$ cat src/rtl/cp0_intr_unit.sv
// ----------------------------------------------------------------------------
// cp0_intr_unit
//
// Coprocessor-0 / interrupt unit beside the ID stage of the 5-stage MIPS
// pipeline. Serves MFC0/MTC0 on the ID-stage CP0 port, synchronises and
// latches the external interrupt request, saves the return address in EPC,
// and redirects fetch (handler entry on a take, EPC on ERET) through a
// registered one-cycle jump request.
//
// Ports:
//   clk        main clock
//   rst        synchronous active-high reset
//   oper[1:0]  CP0 op of the ID instruction: 0 none, 1 MFC0, 2 MTC0, 3 ERET
//   en         ID instruction valid and advancing (gates oper and takes)
//   addr_r     CP0 register address (read and MTC0 write)
//   data_r     CP0 read data, combinational from addr_r
//   data_w     MTC0 write data
//   ret_addr   resume address saved into EPC when an interrupt is taken
//   ir_in      external interrupt request, asynchronous level
//   jump_en    registered one-cycle redirect pulse
//   jump_addr  redirect target, holds its last value while jump_en=0
//   in_isr     1 while in the ISR state
//   ir_pending interrupt latched and not yet taken
//
// Register map: 12 STATUS (bit0 IE), 13 CAUSE (bit0 pending, read-only),
// 14 EPC, 15 EHBR (handler entry). Everything else reads 0, writes ignored.
// ----------------------------------------------------------------------------
module cp0_intr_unit #(
    parameter logic [31:0] HANDLER_RESET = 32'h0000_0020,
    parameter int          IR_SYNC       = 2
) (
    input  logic        clk,
    input  logic        rst,
    input  logic [1:0]  oper,
    input  logic        en,
    input  logic [4:0]  addr_r,
    output logic [31:0] data_r,
    input  logic [31:0] data_w,
    input  logic [31:0] ret_addr,
    input  logic        ir_in,
    output logic        jump_en,
    output logic [31:0] jump_addr,
    output logic        in_isr,
    output logic        ir_pending
);

    // A single flop is not a synchronizer; clamp to at least two stages.
    localparam int SYNC_N = (IR_SYNC < 2) ? 2 : IR_SYNC;

    localparam logic [4:0] ADDR_STATUS = 5'd12;
    localparam logic [4:0] ADDR_CAUSE  = 5'd13;
    localparam logic [4:0] ADDR_EPC    = 5'd14;
    localparam logic [4:0] ADDR_EHBR   = 5'd15;

    typedef enum logic [1:0] {
        OP_NONE = 2'd0,
        OP_MFC0 = 2'd1,
        OP_MTC0 = 2'd2,
        OP_ERET = 2'd3
    } cp0_op_t;

    typedef enum logic {
        ST_IDLE = 1'b0,
        ST_ISR  = 1'b1
    } state_t;

    state_t      state_reg, state_next;
    logic [SYNC_N-1:0] sync_reg;
    logic        sync_prev_reg;
    logic        pending_reg;
    logic        ie_reg;
    logic [31:0] epc_reg;
    logic [31:0] ehbr_reg;
    logic        jump_en_reg;
    logic [31:0] jump_addr_reg;

    cp0_op_t     op;
    logic        ir_rise;
    logic        take;
    logic        eret_fire;
    logic        mtc0_fire;

    assign op = cp0_op_t'(oper);

    // ------------------------------------------------------------------
    // Interrupt request synchronizer and rising-edge detect
    // ------------------------------------------------------------------
    always_ff @(posedge clk) begin
        if (rst) begin
            sync_reg      <= '0;
            sync_prev_reg <= 1'b0;
        end else begin
            sync_reg      <= {sync_reg[SYNC_N-2:0], ir_in};
            sync_prev_reg <= sync_reg[SYNC_N-1];
        end
    end

    assign ir_rise = sync_reg[SYNC_N-1] & ~sync_prev_reg;

    // ------------------------------------------------------------------
    // Control decode and next state
    // ------------------------------------------------------------------
    always_comb begin
        state_next = state_reg;
        take       = 1'b0;
        eret_fire  = en && (op == OP_ERET);
        mtc0_fire  = en && (op == OP_MTC0);

        // Any CP0 instruction in ID blocks the take; it is retried on the
        // next qualifying cycle because pending stays set.
        if (state_reg == ST_IDLE && ie_reg && pending_reg && en && op == OP_NONE) begin
            take = 1'b1;
        end

        if (take) begin
            state_next = ST_ISR;
        end else if (eret_fire) begin
            state_next = ST_IDLE;
        end
    end

    always_ff @(posedge clk) begin
        if (rst) begin
            state_reg <= ST_IDLE;
        end else begin
            state_reg <= state_next;
        end
    end

    // ------------------------------------------------------------------
    // Pending flag: a new edge in the take cycle wins over the clear.
    // ------------------------------------------------------------------
    always_ff @(posedge clk) begin
        if (rst) begin
            pending_reg <= 1'b0;
        end else begin
            pending_reg <= ir_rise | (pending_reg & ~take);
        end
    end

    // ------------------------------------------------------------------
    // CP0 registers
    // ------------------------------------------------------------------
    always_ff @(posedge clk) begin
        if (rst) begin
            ie_reg   <= 1'b0;
            epc_reg  <= 32'h0;
            ehbr_reg <= HANDLER_RESET;
        end else begin
            // take requires oper=none, so it never coincides with an MTC0.
            if (take) begin
                epc_reg <= ret_addr;
            end else if (mtc0_fire && addr_r == ADDR_EPC) begin
                epc_reg <= data_w;
            end
            if (mtc0_fire && addr_r == ADDR_STATUS) begin
                ie_reg <= data_w[0];
            end
            if (mtc0_fire && addr_r == ADDR_EHBR) begin
                ehbr_reg <= data_w;
            end
        end
    end

    // ------------------------------------------------------------------
    // Redirect request
    // ------------------------------------------------------------------
    always_ff @(posedge clk) begin
        if (rst) begin
            jump_en_reg   <= 1'b0;
            jump_addr_reg <= 32'h0;
        end else begin
            jump_en_reg <= take | eret_fire;
            if (take) begin
                jump_addr_reg <= ehbr_reg;
            end else if (eret_fire) begin
                jump_addr_reg <= epc_reg;
            end
        end
    end

    // ------------------------------------------------------------------
    // Read port
    // ------------------------------------------------------------------
    always_comb begin
        data_r = 32'h0;
        case (addr_r)
            ADDR_STATUS: data_r = {31'h0, ie_reg};
            ADDR_CAUSE:  data_r = {31'h0, pending_reg};
            ADDR_EPC:    data_r = epc_reg;
            ADDR_EHBR:   data_r = ehbr_reg;
            default:     data_r = 32'h0;
        endcase
    end

    assign jump_en    = jump_en_reg;
    assign jump_addr  = jump_addr_reg;
    assign in_isr     = (state_reg == ST_ISR);
    assign ir_pending = pending_reg;

endmodule

$ cat config.mk
export PLATFORM = sky130hd
export DESIGN_NAME = cp0_intr_unit
export DESIGN_NICKNAME = d
export VERILOG_FILES = /design/src/rtl/cp0_intr_unit.sv
export SDC_FILE = /design/constraint.sdc
export NUM_CORES = 1
export LEC_CHECK = 0
export ABC_AREA = 1
export BUFFER_PORTS_ARGS = -buffer_cell sky130_fd_sc_hd__clkbuf_2
export CORE_ASPECT_RATIO = 1.25
export CORE_MARGIN = 5
export CORE_UTILIZATION = 52
export DETAILED_ROUTE_END_ITERATION = 6
export PLACE_DENSITY = 0.86
export SLEW_MARGIN = 10
export SYNTH_ARGS = -nofsm -noshare
export SYNTH_HDL_FRONTEND = slang
export SYNTH_SLANG_ARGS = --single-unit
$ cat constraint.sdc
create_clock -name clk -period 1.7 [get_ports clk]
set_clock_uncertainty 0.1 [all_clocks]
set_input_delay 0.255 -clock clk [delete_from_list [all_inputs] [get_ports clk]]
set_output_delay 0.255 -clock clk [all_outputs]
set_load 0.01 [all_outputs]
==> reports/metrics.yaml <==
outcome:
  status: "finished, final reports clean"
power_and_ir_drop:
  p_int_w: 0.00378
  p_per_area_nw_per_um2: 810
  leakage_nw: 2.92
  p_sw_w: 0.00105
  p_seq_share_pct: 50.4
  pwr-share-comb_pct: 7.1
  netSwitchingFraction_pct: 21.7
  clkPwrFrac_pct: 42.5
  peakVddDrop_uv: 460
sta:
  timing.fmax_mhz: 636
  max_slew.worst_pin.slew_ns: 0.646
  final_max_slew_viol_count: 0
  setup-tns-final_ns: 0
  worst_slack_ns: 0.127
  finalSetupViolations: 0
  period_share_pct: 92.5
  hold_viol: 0
  period_minus_slack_ns: 1.57
  maxSlewHeadroom_pct: 56.9
synth:
  synth_area_um2: 4840
  synth_area_per_cell_um2: 6.82
  ys_ff_latch: 103
  yosysWarnings: 0
  synth_cells: 709
  synthesis.nets: 784
  ys_seq_area_share_pct: 42.6
  yosys.cell_types.count: 22
clocking:
  clock-sinks: 103
  worstSkewPairLatency_ns: 0.33
  cts_buffer_depth: 2
  cts_made_buffers: 9
  h-tree-depth: 3
  root_buffer: "clkbuf_16"
  clkSlewWorstSetupHoldPaths_ns: 0.06
  hold_buffers: 0
  cts_tree: "done"
cells_and_area:
  stdcell_count: 960
  layout_common_cells: "175 x nand2_1, 141 x clkbuf_2, 123 x nor2_1"
  fill_cells: 818
  nets: 908
  final_util_pct: 65.3
  diodes: 0
  fin_area_um2: 5960
  layout_commonest_cell: "nand2_1"
  multi_input_area_um2: 2330
  drive_gt1_share_pct: 23.5
  seq_area_um2: 2060
  area_growth_syn_to_layout_pct: 23.3
drt:
  via_count: 5055
  dr.pass1.iters: 5
  postRouteAntennaNets: 0
  wl_mm: 13.6
  drc_errors: 0
  drt-initial-drc-count: 371
  wire_per_inst_um: 14.2
  via_per_inst: 5.27
setup_path:
  crit_type: "in -> out"
  cpPeakStageDelay_ns: 0.16
  path_max_fanout: 17
  arrival_ns: 1.22
  endpoint_kind: "output pin"
  timing.critical_path.mode_cell: "nand2_1"
  worst_setup_path_start_kind: "input pin"
  r2r_start: "ir_pending"
  crit_path_cell_trace: "clkbuf_2 -> nand2_1 -> nor2_1 -> nand2_1 -> inv_2 -> buf_12 -> nand2_1 -> nand4_1 -> clkbuf_2"
  rrSetupSlack_ns: 0.14
  r2r_cells: 8
  reg2reg_to: "epc_reg[0]"
  slowest_stage: "buf_12"
  required_ns: 1.34
  crit_start: "addr_r[2]"
placement:
  dpl_cell_area_um2: 5630
  io_buffers: 141
  place_congestion: 0.809
  place_inst: 943
  dp_hpwl_mm: 8.99
  dpl_worst_slack_ns: 0.0227
hold_path:
  whs_endpoint: "sync_reg[0]"
  min_path_type: "in -> reg"
  min_from: "ir_in"
  worstHoldPathCells: 3
floorplan:
  ios: 142
  row_count: 39
  coreArea_um2: 9130
  die-height_um: 118
  dieArea_um2: 11300
  fp.dieW_um: 96.3
  start_util_pct: 53.0
global_route:
  track_usage_pct: 24.6
  grt_pass1_wl_mm: 22.3
  grt_max_degree: 73
  grt_pass1_vias: 4672
  antenna_found_initial: 1
  grt.overflow.total: 0
job:
  cap_violations: 0
worst max-delay path by stage:
stage	endpoint
2_1_floorplan	epc_reg[15]
3_3_place_gp	data_r[18]
3_5_place_dp	data_r[18]
4_1_cts	data_r[25]
5_1_grt	epc_reg[0]
6_report	data_r[0]
per-stage QoR:
stage | power, W | hold WS, ns
floorplan | 0.00265 | 0.224
global placement | 0.00281 | 0.297
detailed placement | 0.00282 | 0.299
CTS | 0.00486 | 0.00242
global route | 0.00501 | 0.00856
finish | 0.00483 | 0.00927
synth_stat cells:
cell type	instances	area share [%]
a21oi_1	9	0.93
a31oi_1	32	4.1
buf_2	16	1.7
buf_4	5	0.78
buf_6	8	1.9
clkbuf_1	19	1.5
clkbuf_2	2	0.21
clkbuf_4	1	0.16
dfxtp_1	103	43
inv_1	35	2.7
inv_2	5	0.39
nand2_1	175	14
nand2_2	1	0.13
nand2_4	1	0.23
nand3_1	41	4.2
nand3_2	1	0.21
nand3_4	2	0.72
nand4_1	6	0.78
nor2_1	123	9.5
nor2_4	6	1.4
o21ai_0	90	9.3
o21ai_1	28	2.9
metal layers:
| layer | wire length (um) | vias up | GRT usage, % |
|---|---|---|---|
| li1 | - | 2557 | - |
| met1 | 5460 | 2261 | 31.2 |
| met2 | 6730 | 209 | 40.5 |
| met3 | 1140 | 26 | 4.80 |
| met4 | 253 | 2 | 9.16 |
| met5 | 13 | - | 0 |
area by class of cell:
type,instances,share of cell area (%)
multi-input combinational,515,39.0
sequential,103,34.6
timing repair buffer,164,16.2
clock buffer,12,4.30
tap,123,2.58
inverter,40,2.56
clock inverter,3,0.714
logic make-up (layout without fill, tap and decap cells):
logic type             count (synthesis)  in the layout  synth area share [%]
AOI/OAI and AO/OA                    159            159                  17.3
DFF                                  103            103                  42.6
buffers and inverters                 91            219                  9.24
and+or+nand+nor                      356            356                  30.8
critical path, delay by kind of cell:
family	cells	cell delay, ns
buf+inv	4	0.48
simple gates	5	0.47
power by group through the flow:
stage / sequential [W] / combinational, W / clock [W]
detailed placement: 0.00249 / 0.000331 / 0
CTS: 0.00243 / 0.000335 / 0.00209
global route: 0.00243 / 0.000379 / 0.00220
global placement: 0.00249 / 0.000329 / 0
floorplan: 0.00248 / 0.000161 / 0
finish: 0.00243 / 0.000342 / 0.00205
repair_timing:
item	4_1_cts	5_1_grt
buffers inserted	0	2
setup endpoints to repair	0	29
gates resized for setup	0	7
Power figures use the tool's default switching activity.
